===== config.mk =====
export PLATFORM = sky130hd
export DESIGN_NAME = sdram_wb_bridge
export DESIGN_NICKNAME = d
export VERILOG_FILES = /design/src/rtl/sdram_wb_bridge.sv
export SDC_FILE = /design/constraint.sdc
export NUM_CORES = 1
export LEC_CHECK = 0
export BUFFER_PORTS_ARGS = -buffer_cell sky130_fd_sc_hd__buf_2
export CORE_ASPECT_RATIO = 0.5
export CORE_MARGIN = 3
export CORE_UTILIZATION = 40
export CTS_CLUSTER_SIZE = 24
export DETAILED_ROUTE_END_ITERATION = 12
export GPL_TIMING_DRIVEN = 0
export PLACE_DENSITY = 0.83
export RECOVER_POWER = 50
export SKIP_LAST_GASP = 1
export SYNTH_ARGS = -nofsm -noshare
export SYNTH_HDL_FRONTEND = slang
export SYNTH_SLANG_ARGS = --single-unit
export TNS_END_PERCENT = 50

===== constraint.sdc =====
create_clock -name clk -period 2.9 [get_ports clk]
set_input_delay 0 -clock clk [delete_from_list [all_inputs] [get_ports clk]]
set_output_delay 0 -clock clk [all_outputs]
set_load 0.1 [all_outputs]

===== src/rtl/sdram_wb_bridge.sv =====
// Wishbone classic slave that turns each bus cycle into one SDRAM controller req/ack/valid transaction.
// Define SDRAM_WB_RDBUF_EN to add a one-word write-through read buffer in front of the controller.
module sdram_wb_bridge #(
    parameter int ADDR_WIDTH = 26,
    parameter int DATA_WIDTH = 32
) (
    input  logic                    clk,
    input  logic                    reset,
    input  logic                    wb_cyc_i,
    input  logic                    wb_stb_i,
    input  logic                    wb_we_i,
    input  logic [DATA_WIDTH/8-1:0] wb_sel_i,
    input  logic [ADDR_WIDTH-1:0]   wb_addr_i,
    input  logic [DATA_WIDTH-1:0]   wb_dat_i,
    output logic [DATA_WIDTH-1:0]   wb_dat_o,
    output logic                    wb_ack_o,
    output logic                    ctrl_req,
    output logic                    ctrl_we,
    output logic [ADDR_WIDTH-1:0]   ctrl_addr,
    output logic [DATA_WIDTH-1:0]   ctrl_data,
    output logic [DATA_WIDTH/8-1:0] ctrl_bwe,
    input  logic                    ctrl_ack,
    input  logic                    ctrl_valid,
    input  logic [DATA_WIDTH-1:0]   ctrl_q
);
    localparam int SEL_WIDTH = DATA_WIDTH / 8;

    typedef enum logic [1:0] {S_IDLE, S_REQ, S_WAIT_RD, S_RESP} state_t;

    state_t                state_q, state_d;
    logic                  orphan_q, orphan_d;
    logic                  wb_ack_q, wb_ack_d;
    logic [DATA_WIDTH-1:0] wb_dat_q, wb_dat_d;
    logic                  ctrl_req_q, ctrl_req_d;
    logic                  ctrl_we_q, ctrl_we_d;
    logic [ADDR_WIDTH-1:0] ctrl_addr_q, ctrl_addr_d;
    logic [DATA_WIDTH-1:0] ctrl_data_q, ctrl_data_d;
    logic [SEL_WIDTH-1:0]  ctrl_bwe_q, ctrl_bwe_d;

    logic                  start;
    logic                  orphan_now;
    logic                  rd_done;
    logic                  rd_hit;
    logic [DATA_WIDTH-1:0] buf_rd_data;
    logic                  unused_addr_lsbs;

    // A strobe still high during the ack cycle belongs to the transfer just finished.
    assign start            = wb_cyc_i & wb_stb_i & ~wb_ack_q;
    assign orphan_now       = orphan_q | ~wb_cyc_i;
    assign rd_done          = ctrl_valid & ((state_q == S_WAIT_RD) |
                                            ((state_q == S_REQ) & ctrl_ack & ~ctrl_we_q));
    assign unused_addr_lsbs = ^wb_addr_i[1:0];

    always_comb begin
        // NOTE: every signal gets its hold value first, so no path through the case infers a latch.
        state_d     = state_q;
        orphan_d    = orphan_q;
        wb_ack_d    = 1'b0;
        wb_dat_d    = wb_dat_q;
        ctrl_req_d  = ctrl_req_q;
        ctrl_we_d   = ctrl_we_q;
        ctrl_addr_d = ctrl_addr_q;
        ctrl_data_d = ctrl_data_q;
        ctrl_bwe_d  = ctrl_bwe_q;

        unique case (state_q)
            S_IDLE: begin
                if (start) begin
                    orphan_d = 1'b0;
                    if (rd_hit) begin
                        wb_dat_d = buf_rd_data;
                        state_d  = S_RESP;
                    end else begin
                        ctrl_req_d  = 1'b1;
                        ctrl_we_d   = wb_we_i;
                        ctrl_addr_d = {wb_addr_i[ADDR_WIDTH-1:2], 2'b00};
                        ctrl_data_d = wb_dat_i;
                        ctrl_bwe_d  = wb_we_i ? wb_sel_i : '1;
                        state_d     = S_REQ;
                    end
                end
            end
            S_REQ: begin
                orphan_d = orphan_now;
                if (ctrl_ack) begin
                    ctrl_req_d = 1'b0;
                    if (ctrl_we_q || rd_done) begin
                        state_d = orphan_now ? S_IDLE : S_RESP;
                    end else begin
                        state_d = S_WAIT_RD;
                    end
                end
            end
            S_WAIT_RD: begin
                orphan_d = orphan_now;
                if (rd_done) begin
                    state_d = orphan_now ? S_IDLE : S_RESP;
                end
            end
            S_RESP: begin
                wb_ack_d = 1'b1;
                state_d  = S_IDLE;
            end
        endcase

        // An abandoned read still completes on the controller, but its data is dropped.
        if (rd_done && !orphan_now) begin
            wb_dat_d = ctrl_q;
        end
    end

    always_ff @(posedge clk) begin
        if (reset) begin
            state_q     <= S_IDLE;
            orphan_q    <= 1'b0;
            wb_ack_q    <= 1'b0;
            wb_dat_q    <= '0;
            ctrl_req_q  <= 1'b0;
            ctrl_we_q   <= 1'b0;
            ctrl_addr_q <= '0;
            ctrl_data_q <= '0;
            ctrl_bwe_q  <= '0;
        end else begin
            // NOTE: non-blocking assignments, so every flop samples values from before the edge.
            state_q     <= state_d;
            orphan_q    <= orphan_d;
            wb_ack_q    <= wb_ack_d;
            wb_dat_q    <= wb_dat_d;
            ctrl_req_q  <= ctrl_req_d;
            ctrl_we_q   <= ctrl_we_d;
            ctrl_addr_q <= ctrl_addr_d;
            ctrl_data_q <= ctrl_data_d;
            ctrl_bwe_q  <= ctrl_bwe_d;
        end
    end

`ifdef SDRAM_WB_RDBUF_EN
    logic [ADDR_WIDTH-3:0] buf_tag_q, buf_tag_d;
    logic [DATA_WIDTH-1:0] buf_data_q, buf_data_d;
    logic                  buf_valid_q, buf_valid_d;
    logic                  buf_match;

    assign buf_match   = buf_valid_q & (buf_tag_q == wb_addr_i[ADDR_WIDTH-1:2]);
    assign rd_hit      = buf_match & ~wb_we_i;
    assign buf_rd_data = buf_data_q;

    always_comb begin
        buf_tag_d   = buf_tag_q;
        buf_data_d  = buf_data_q;
        buf_valid_d = buf_valid_q;
        if (rd_done && !orphan_now) begin
            buf_valid_d = 1'b1;
            buf_tag_d   = ctrl_addr_q[ADDR_WIDTH-1:2];
            buf_data_d  = ctrl_q;
        end else if ((state_q == S_IDLE) && start && wb_we_i && buf_match) begin
            for (int b = 0; b < SEL_WIDTH; b++) begin
                if (wb_sel_i[b]) begin
                    buf_data_d[8*b +: 8] = wb_dat_i[8*b +: 8];
                end
            end
        end
    end

    // NOTE: only the valid bit is reset; tag and data are meaningless until it is set.
    always_ff @(posedge clk) begin
        if (reset) begin
            buf_valid_q <= 1'b0;
        end else begin
            buf_valid_q <= buf_valid_d;
        end
        buf_tag_q  <= buf_tag_d;
        buf_data_q <= buf_data_d;
    end
`else
    assign rd_hit      = 1'b0;
    assign buf_rd_data = '0;
`endif

    assign wb_ack_o  = wb_ack_q;
    assign wb_dat_o  = wb_dat_q;
    assign ctrl_req  = ctrl_req_q;
    assign ctrl_we   = ctrl_we_q;
    assign ctrl_addr = ctrl_addr_q;
    assign ctrl_data = ctrl_data_q;
    assign ctrl_bwe  = ctrl_bwe_q;

endmodule


==> results.json <==
{
  "vias": 4197,
  "slew_headroom_pct": 18.8,
  "hold_buffers": 93,
  "final_nets": 850,
  "most-common-layout-cells": "180 x nand2_1, 114 x clkbuf_1, 105 x buf_2, 98 x dfxtp_1, 93 x dlygate4sd3_1",
  "grt_max_degree": 15,
  "grt_pass1_wl_mm": 19.1,
  "core_area_um2": 8920,
  "drc": 0,
  "cts.sinks": 98,
  "cts_buffers": 9,
  "rr_startpoint": "state_q[0]",
  "rows": 24,
  "yosys_register_bits": 98,
  "hold_class": "input port to flop",
  "final_common_cell": "nand2_1",
  "top_usage_layer": "met2",
  "cts_resized": 0,
  "ys_warn_count": 0,
  "skew_ps": 7.71,
  "initial_core_util_pct": 42.1,
  "crit_arrival_ps": 2180,
  "tns_ps": 0,
  "htreeDepth": 3,
  "finalHoldWorstSlack_ps": 58.8,
  "layout_setup_ws_ps": 915,
  "cts_tree": "built",
  "rr_worst_depth": 6,
  "rrSetupSlack_ps": 920,
  "maxCapViolations": 0,
  "track_usage_pct": 22.5,
  "slew_viol_final": 0,
  "drive_gt1_share_pct": 17.5,
  "worst_slew_pin_slew_ps": 1220,
  "dp_slack_ps": 1050,
  "synth_cell_types": 34,
  "synth_top_area_cell": "dfxtp_1",
  "rsz0062_at_grt": "false",
  "finalCritPeriodShare_pct": 68.4,
  "max_stage_delay_ps": 440,
  "grtUsageMet1_pct": 24.7,
  "synth_top_area_share_pct": 52.2,
  "globalplace.congestion": 0.744,
  "die_height_um": 74.5,
  "p_leak_uw": 0.00242,
  "max_freq_ghz": 0.504,
  "met3_usage_pct": 6.94,
  "crit_path_end": "ctrl_bwe[0]",
  "totalWireLength_mm": 12.4,
  "critPathCaptureType": "flop",
  "crit_fanout": 10,
  "dr.first_iter.drc_count": 205,
  "r2r-end": "ctrl_bwe[0]",
  "final_cells": 867,
  "clkLatencyLatePin_ps": 340,
  "die_w_um": 143,
  "detail_route.first_pass.iterations": 5,
  "synth_cells": 447,
  "critPathSlowestCell": "nand4b_1",
  "cts_buffer_depth": 2,
  "critical_path_class": "flop to flop",
  "fin_crit_ps": 1980,
  "areaGrowthSynthToFinish_pct": 58.6,
  "status": "complete, no violations",
  "grt_pass1_vias": 4042,
  "path_clk_slew_ps": 60,
  "via_per_inst": 4.84,
  "ys_top_cells_by_area": "dfxtp_1 52%, nand2_1 18%, mux2i_1 8.5%, a21oi_1 7.9%, clkbuf_1 1.8%",
  "grt_overflow": 0,
  "start_kind": "flop",
  "ios": 198,
  "antenna_left": 0,
  "finalSetupViolations": 0,
  "wl_per_cell_um": 14.3,
  "syn_area_per_cell_um2": 8.41,
  "crit_required_ps": 3100,
  "dp.cells": 758,
  "power_density_nw_per_um2": 730,
  "met2_usage_pct": 40.1,
  "path_cells": "inv_1, ha_1, nand4b_1, clkbuf_1, nor3b_1, nor3_1",
  "seq_area_frac_synth_pct": 52.2,
  "io_buffers": 193,
  "cp-startpoint": "state_q[0]",
  "hold_violations": 0,
  "nFillCells": 753,
  "dp_hpwl_mm": 7.38,
  "clk_root_buffer_cell": "clkbuf_16",
  "antenna_found_initial": 0,
  "syn_area_um2": 3760,
  "post_cts_buffers": 0,
  "dieArea_um2": 10700,
  "hold_path_depth": 4,
  "irDropWorstVdd_uv": 367
}
==> Yosys cell counts, drive strengths merged <==
library cell  count
clkbuf           18
a22oi             1
nand2           180
nor3b             4
buf              15
and3b             1
a221o             1
inv               6
nand3b            1
ha                4
and4b             1
and3              1
nor2              5
o211a             1
a21oi            59
nor3              4
nand4b            1
or2               1
nor2b             3
o221a             1
a211o             1
dfxtp            98
and2b             1
a2111oi           1
mux2i            32
a222oi            1
conb              1
o21ai             2
o21bai            1
o32ai             1
==> per-layer routing <==
layer	wire, µm	vias up
met5	0	-
met4	594	0
met3	765	54
met2	6150	188
met1	4850	1916
li1	-	2039
==> cell type report <==
cell class	instances	area, µm²	share of cell area [%]
clock inverter	3	15.0	0.252
buffer	33	185	3.11
timing repair buffer	286	1780	29.8
sequential	98	1960	32.9
tap	117	146	2.46
inverter	6	22.5	0.378
multi-input combinational	311	1590	26.7
antenna	1	2.50	0.0420
clock buffer	12	256	4.30
==> report_power, final <==
part           switching (µW)  leakage (µW)  internal, µW
Clock                     478      0.000138           620
Sequential               78.7      0.000797          1480
Combinational            1310       0.00148           387
==> cell families (layout without fill, tap and decap cells) <==
| family | Yosys count | count (layout) | synth area share [%] |
|---|---|---|---|
| other cells | 1 | 3 | 0.0998 |
| compound gates | 70 | 70 | 10.5 |
| simple gates | 203 | 203 | 21.8 |
| flops | 98 | 98 | 52.2 |
| buf+inv | 39 | 340 | 5.53 |
| fa+ha+maj | 4 | 4 | 1.33 |
| mux | 32 | 32 | 8.52 |
==> flip-flops by register name, summed over array words and instances (netlist names) <==
name,flops
ctrl_we,1
orphan_q,1
ctrl_addr,24
ctrl_req,1
ctrl_data,32
ctrl_bwe,4
wb_ack_o,1
state_q,2
wb_dat_o,32
==> metrics by stage <==
step	power, µW	cell area, µm²	utilization (%)
CTS	4390	6080	68.1
finish	4350	5960	66.8
detailed placement	3190	4870	54.7
global route	4530	5960	66.8
floorplan	2890	3760	-
global placement	3170	4870	54.7
==> worst min path at each step <==
stage / start / endpoint / slack (ps)
final: wb_cyc_i / orphan_q / 60
after floorplan: wb_addr_i[10] / ctrl_addr[10] / 140
after global placement: wb_addr_i[2] / ctrl_addr[2] / 240
after CTS: wb_cyc_i / orphan_q / 40
after global routing: wb_cyc_i / orphan_q / 80
after detailed placement: wb_addr_i[12] / ctrl_addr[12] / 250
==> critical path: cells and delay by family (launching register included) <==
family / cells / cell delay [ps]
adders and majority gates: 1 / 250
buffers and inverters: 2 / 450
DFF: 1 / 340
and+or+nand+nor: 3 / 800
Power figures use the tool's default switching activity.
